## config.mk

```make
export PLATFORM = sky130hd
export DESIGN_NAME = render_rect_datapath
export DESIGN_NICKNAME = d
export VERILOG_FILES = /design/src/rtl/render_pkg.sv /design/src/rtl/rect_scan_counter.sv /design/src/rtl/render_rect_datapath.sv
export SDC_FILE = /design/constraint.sdc
export NUM_CORES = 1
export LEC_CHECK = 0
export ABC_AREA = 1
export CAP_MARGIN = 10
export CORE_MARGIN = 2
export CORE_UTILIZATION = 40
export CTS_CLUSTER_DIAMETER = 30
export DETAILED_ROUTE_END_ITERATION = 10
export GPL_TIMING_DRIVEN = 0
export SYNTH_ARGS = -nofsm -noshare
export SYNTH_HDL_FRONTEND = slang
export SYNTH_SLANG_ARGS = --single-unit
```

## constraint.sdc

```tcl
create_clock -name clk -period 4.1 [get_ports clk]
set_input_delay 0.41 -clock clk [delete_from_list [all_inputs] [get_ports clk]]
set_output_delay 0.41 -clock clk [all_outputs]
set_load 0.05 [all_outputs]
```

## src/rtl/render_pkg.sv

```systemverilog
// Shared constants for the rectangle renderer: screen bounds, FSM encoding
// and the counter-width helper used by the top and the scan counter.
package render_pkg;

  localparam int SCREEN_W  = 160;
  localparam int SCREEN_H  = 120;

  localparam int DEF_X_W   = 8;
  localparam int DEF_Y_W   = 7;
  localparam int DEF_COL_W = 3;

  localparam logic [1:0] IDLE = 2'd0;
  localparam logic [1:0] DRAW = 2'd1;
  localparam logic [1:0] DONE = 2'd2;

  // A single-pixel dimension still needs a 1-bit counter.
  function automatic int cnt_w(input int n);
    return (n > 1) ? $clog2(n) : 1;
  endfunction

endpackage

```

## src/rtl/rect_scan_counter.sv

```systemverilog
// Raster counter over a BOX_W x BOX_H rectangle; cx runs fastest, and
// last flags the final pixel so the owner can leave the draw state.
module rect_scan_counter
  import render_pkg::*;
#(
  parameter int BOX_W = 4,
  parameter int BOX_H = 4,
  parameter int CX_W  = cnt_w(BOX_W),
  parameter int CY_W  = cnt_w(BOX_H)
) (
  input  logic            clk,
  input  logic            resetn,
  input  logic            clr,
  input  logic            en,
  output logic [CX_W-1:0] cx,
  output logic [CY_W-1:0] cy,
  output logic            last
);

  logic [CX_W-1:0] cx_q, cx_d;
  logic [CY_W-1:0] cy_q, cy_d;
  logic            cx_last;

  assign cx_last = (cx_q == CX_W'(BOX_W - 1));
  assign last    = cx_last && (cy_q == CY_W'(BOX_H - 1));

  // Both counters return to zero after the last pixel so the next box
  // starts clean even when BOX_H is not a power of two.
  always_comb begin
    cx_d = cx_q;
    cy_d = cy_q;
    if (clr) begin
      cx_d = '0;
      cy_d = '0;
    end else if (en) begin
      if (cx_last) begin
        cx_d = '0;
        cy_d = last ? '0 : cy_q + CY_W'(1);
      end else begin
        cx_d = cx_q + CX_W'(1);
      end
    end
  end

  always_ff @(posedge clk or negedge resetn) begin
    if (!resetn) begin
      cx_q <= '0;
      cy_q <= '0;
    end else begin
      cx_q <= cx_d;
      cy_q <= cy_d;
    end
  end

  assign cx = cx_q;
  assign cy = cy_q;

endmodule

```

## src/rtl/render_rect_datapath.sv

```systemverilog
// Box drawing engine: latches an origin from the shared bus, then scans a
// fixed-size rectangle one pixel per clock with screen-edge clipping.
module render_rect_datapath
  import render_pkg::*;
#(
  parameter int X_W   = DEF_X_W,
  parameter int Y_W   = DEF_Y_W,
  parameter int COL_W = DEF_COL_W,
  parameter int BOX_W = 4,
  parameter int BOX_H = 4
) (
  input  logic             clk,
  input  logic             resetn,
  input  logic [X_W-1:0]   data_in,
  input  logic [COL_W-1:0] colour_in,
  input  logic             ld_x,
  input  logic             ld_y,
  input  logic             start_count,
  output logic [X_W-1:0]   x_out,
  output logic [Y_W-1:0]   y_out,
  output logic [COL_W-1:0] colour_out,
  output logic             plot,
  output logic             busy,
  output logic             done
);

  localparam int CX_W = cnt_w(BOX_W);
  localparam int CY_W = cnt_w(BOX_H);
  localparam logic [X_W:0] SCR_W_L = (X_W + 1)'(SCREEN_W);
  localparam logic [Y_W:0] SCR_H_L = (Y_W + 1)'(SCREEN_H);

  logic [1:0]       state_q, state_d;
  logic [X_W-1:0]   reg_x_q;
  logic [Y_W-1:0]   reg_y_q;
  logic [X_W-1:0]   bx_q;
  logic [Y_W-1:0]   by_q;
  logic [COL_W-1:0] bc_q;

  logic [CX_W-1:0]  cx;
  logic [CY_W-1:0]  cy;
  logic             last_pix;
  logic             take_start;
  logic [X_W:0]     x_sum;
  logic [Y_W:0]     y_sum;

  assign take_start = (state_q == IDLE) && start_count;

  always_comb begin
    state_d = state_q;
    case (state_q)
      IDLE:    if (start_count) state_d = DRAW;
      DRAW:    if (last_pix)    state_d = DONE;
      DONE:                     state_d = IDLE;
      default:                  state_d = IDLE;
    endcase
  end

  // Origin registers load in any state; the working copies only change on
  // an accepted start, so a box in flight never sees a new origin.
  always_ff @(posedge clk or negedge resetn) begin
    if (!resetn) begin
      state_q <= IDLE;
      reg_x_q <= '0;
      reg_y_q <= '0;
      bx_q    <= '0;
      by_q    <= '0;
      bc_q    <= '0;
    end else begin
      state_q <= state_d;
      if (ld_x) reg_x_q <= data_in;
      if (ld_y) reg_y_q <= data_in[Y_W-1:0];
      if (take_start) begin
        bx_q <= reg_x_q;
        by_q <= reg_y_q;
        bc_q <= colour_in;
      end
    end
  end

  rect_scan_counter #(
    .BOX_W (BOX_W),
    .BOX_H (BOX_H),
    .CX_W  (CX_W),
    .CY_W  (CY_W)
  ) u_scan (
    .clk    (clk),
    .resetn (resetn),
    .clr    (take_start),
    .en     (state_q == DRAW),
    .cx     (cx),
    .cy     (cy),
    .last   (last_pix)
  );

  // One extra bit keeps a wrapped coordinate out of the visible window.
  assign x_sum = (X_W + 1)'(bx_q) + (X_W + 1)'(cx);
  assign y_sum = (Y_W + 1)'(by_q) + (Y_W + 1)'(cy);

  assign x_out      = x_sum[X_W-1:0];
  assign y_out      = y_sum[Y_W-1:0];
  assign colour_out = bc_q;
  assign plot       = (state_q == DRAW) && (x_sum < SCR_W_L) && (y_sum < SCR_H_L);
  assign busy       = (state_q != IDLE);
  assign done       = (state_q == DONE);

endmodule

```

==> results.py <==
metrics = {
    "outcome": {
        "status": "finished clean",
    },
    "finish": {
        "seq_area_sq_um": 976,
        "mostFrequentLayoutCells": "67 x nand2_1, 44 x inv_1, 39 x dfrtp_1",
        "area_delta_synth_final_pct": 26.1,
        "num_antenna_cells": 0,
        "final_common_cell": "nand2_1",
        "layout-drive-gt1-share_pct": 10.4,
        "multi_input_area_sq_um": 817,
        "nFillCells": 467,
        "nNetsFinal": 312,
    },
    "synth": {
        "yosys_warnings": 0,
        "yosysSeqAreaShare_pct": 48.4,
        "syn-num-nets": 269,
        "synth_cell_types": 28,
        "syn-cell-area_sq_um": 2020,
        "ys_seq_elements": 39,
        "synth_area_per_cell_sq_um": 8.23,
        "syn_inst": 245,
    },
    "timing": {
        "rsz0062_at_grt": "false",
        "finalCritPeriodShare_pct": 78.2,
        "drv_slew": 0,
        "final.setup.worst_slack_ps": 896,
        "setup_violations": 0,
        "timing.final.crit_period_ps": 3200,
        "finalClockSkew_ps": 4.12,
        "finalHoldViolations": 0,
        "fin_tns_setup_ps": 0,
        "tightestPinTransition_ps": 871,
        "max_freq_mhz": 312,
        "max_slew_margin_pct": 41.9,
    },
    "worst_setup_path": {
        "cp.arrival_ps": 2790,
        "cp.required_ps": 3690,
        "critPathKind": "flop to output pin",
        "end_kind": "output pin",
        "startpoint_type": "flop",
        "cp_max_fo": 3,
    },
    "routing": {
        "detail-route-antenna-nets": 0,
        "avgViaCountPerCell": 4.53,
        "num_vias": 1608,
        "route.detailed.drc": 0,
        "drt-total-wl_mm": 4.02,
        "drt-initial-drc-count": 73,
        "dr.pass1.iters": 4,
        "wire_per_inst_um": 11.3,
    },
    "grt": {
        "antenna_found_initial": 0,
        "grt.overflow.total": 0,
        "grt_pass1_vias": 1469,
        "grt_max_degree": 40,
        "grt_usage_pct": 16.3,
        "grt_first_pass_wirelength_mm": 6.82,
    },
    "die": {
        "die_h_um": 75.0,
        "fp.dieW_um": 75.0,
        "dieArea_sq_um": 5630,
        "start_util_pct": 42.1,
        "rows": 25,
        "core_sq_um": 4790,
        "ioPinCount": 37,
    },
    "place": {
        "hpwlAfterDp_mm": 3.05,
        "numPortBuffers": 36,
        "preCtsSetupSlack_ps": 1210,
        "gp_congestion": 0.762,
    },
    "power_and_ir_drop": {
        "p_leak_nw": 1.27,
        "ir_drop_mv": 0.365,
        "power_density_nw_per_um2": 888,
    },
    "cts": {
        "cts_hold_buf": 0,
        "worstSkewPairLatency_ps": 290,
        "cts.sinks": 39,
        "clk_pin_slew_ps": 70,
        "htree_levels": 2,
        "numCtsBuffers": 5,
        "cts_buffer_depth": 2,
        "root_buffer": "clkbuf_8",
        "post_cts_buffers": 0,
        "cts_tree": "yes",
        "postCtsResizedCells": 0,
    },
    "hold_path": {
        "hp-class": "input port to asynchronous set/reset pin",
    },
    "flow_run": {
        "max_cap_violations": 0,
    },
}
-- worst max-delay path: stages (launching register included) --
cell             delay, ps
dfrtp_1                380
ha_1                   230
inv_1                   70
fa_1                   430
inv_1                  120
nand3_1                 80
nand2_1                110
nor2_2                  50
nand2_2                 60
nor2_2                  40
nor2_1                 110
clkdlybuf4s50_1        820
-- routing by layer --
metal / GRT usage, % / up-vias / wire length, um
li1: - / 846 / -
met1: 22.6 / 727 / 1990
met2: 25.0 / 30 / 1770
met3: 4.42 / 5 / 195
met4: 5.36 / 0 / 59
met5: 0 / - / 0
-- through the flow --
stage	power, W	instances	hold slack, ps	util (%)	cell area (sq um)
2_1_floorplan	0.00161	245	114	-	2020
3_3_place_gp	0.00200	348	488	51.4	2460
3_5_place_dp	0.00201	348	498	51.3	2460
4_1_cts	0.00228	355	263	53.2	2540
5_1_grt	0.00243	355	310	53.2	2540
6_report	0.00226	355	235	53.2	2540
-- path summary, 6_finish.rpt --
check | from | to | slack [ps] | cells after the start
worst min-delay path | resetn | colour_out[0] | 230 | 1
worst max-delay path | u_scan.cy[0] | plot | 900 | 11
min in group clk | colour_out[0] | colour_out[0] | 510 | 1
worst min register to register | colour_out[0] | colour_out[0] | 510 | 1
worst max register to register | state_q[1] | by_q[6] | 2880 | 6
max in group asynchronous | resetn | bx_q[4] | 3330 | 1
-- synth_stat cells --
master / number / share of area [%]
clkinv_1: 1 / 0.19
nand2_2: 2 / 0.62
nand3_1: 10 / 2.5
o21ai_0: 17 / 4.2
inv_1: 44 / 8.2
ha_1: 6 / 3.7
o21ai_2: 1 / 0.43
o21ai_1: 17 / 4.2
mux2_4: 3 / 2.2
buf_6: 1 / 0.56
nand2_4: 1 / 0.56
buf_2: 1 / 0.25
nand3_2: 1 / 0.50
nor2_2: 5 / 1.6
xor2_1: 2 / 0.87
a21oi_1: 1 / 0.25
nand2_1: 67 / 12
nand4_1: 4 / 1.2
clkbuf_2: 1 / 0.25
xnor2_1: 2 / 0.87
a21oi_2: 1 / 0.43
o21bai_1: 1 / 0.37
fa_1: 2 / 2.0
dfrtp_1: 39 / 48
inv_2: 3 / 0.56
buf_4: 2 / 0.74
clkbuf_1: 2 / 0.37
nor2_1: 8 / 1.5
-- where the power goes --
| group | total [W] | switching (W) | leakage, nW | internal (W) |
|---|---|---|---|---|
| clock | 0.000262 | 0.000131 | 0.0470 | 0.000132 |
| sequential | 0.000623 | 0.000110 | 0.481 | 0.000513 |
| combinational | 0.00137 | 0.000899 | 0.742 | 0.000474 |
| total | 0.00226 | 0.00114 | 1.27 | 0.00112 |
-- layout make-up --
| class | count | share of cell area [%] |
|---|---|---|
| repair buffers | 36 | 14.0 |
| well taps | 67 | 3.30 |
| multi-input cells | 151 | 32.1 |
| plain buffers | 7 | 1.72 |
| flip-flops and latches | 39 | 38.4 |
| clock buffers | 6 | 3.25 |
| inverters | 48 | 7.08 |
| clock inverters | 1 | 0.197 |
-- flip-flops by register name (all words and copies together) (netlist names) --
signal	flops
by_q	7
u_scan.cx	2
u_scan.cy	2
state_q	2
bx_q	8
colour_out	3
reg_y_q	7
reg_x_q	8
-- cells by family after synthesis --
kind of cell	after synthesis	synth area share (%)
adder cells (fa/ha/maj)	8	5.71
multiplexers	3	2.23
flip-flops	39	48.4
XOR/XNOR	4	1.74
AND/OR/NAND/NOR	98	20.9
AO/OA/AOI/OAI	38	9.93
buffers and inverters	55	11.1
(Power assumes the default switching activity.)
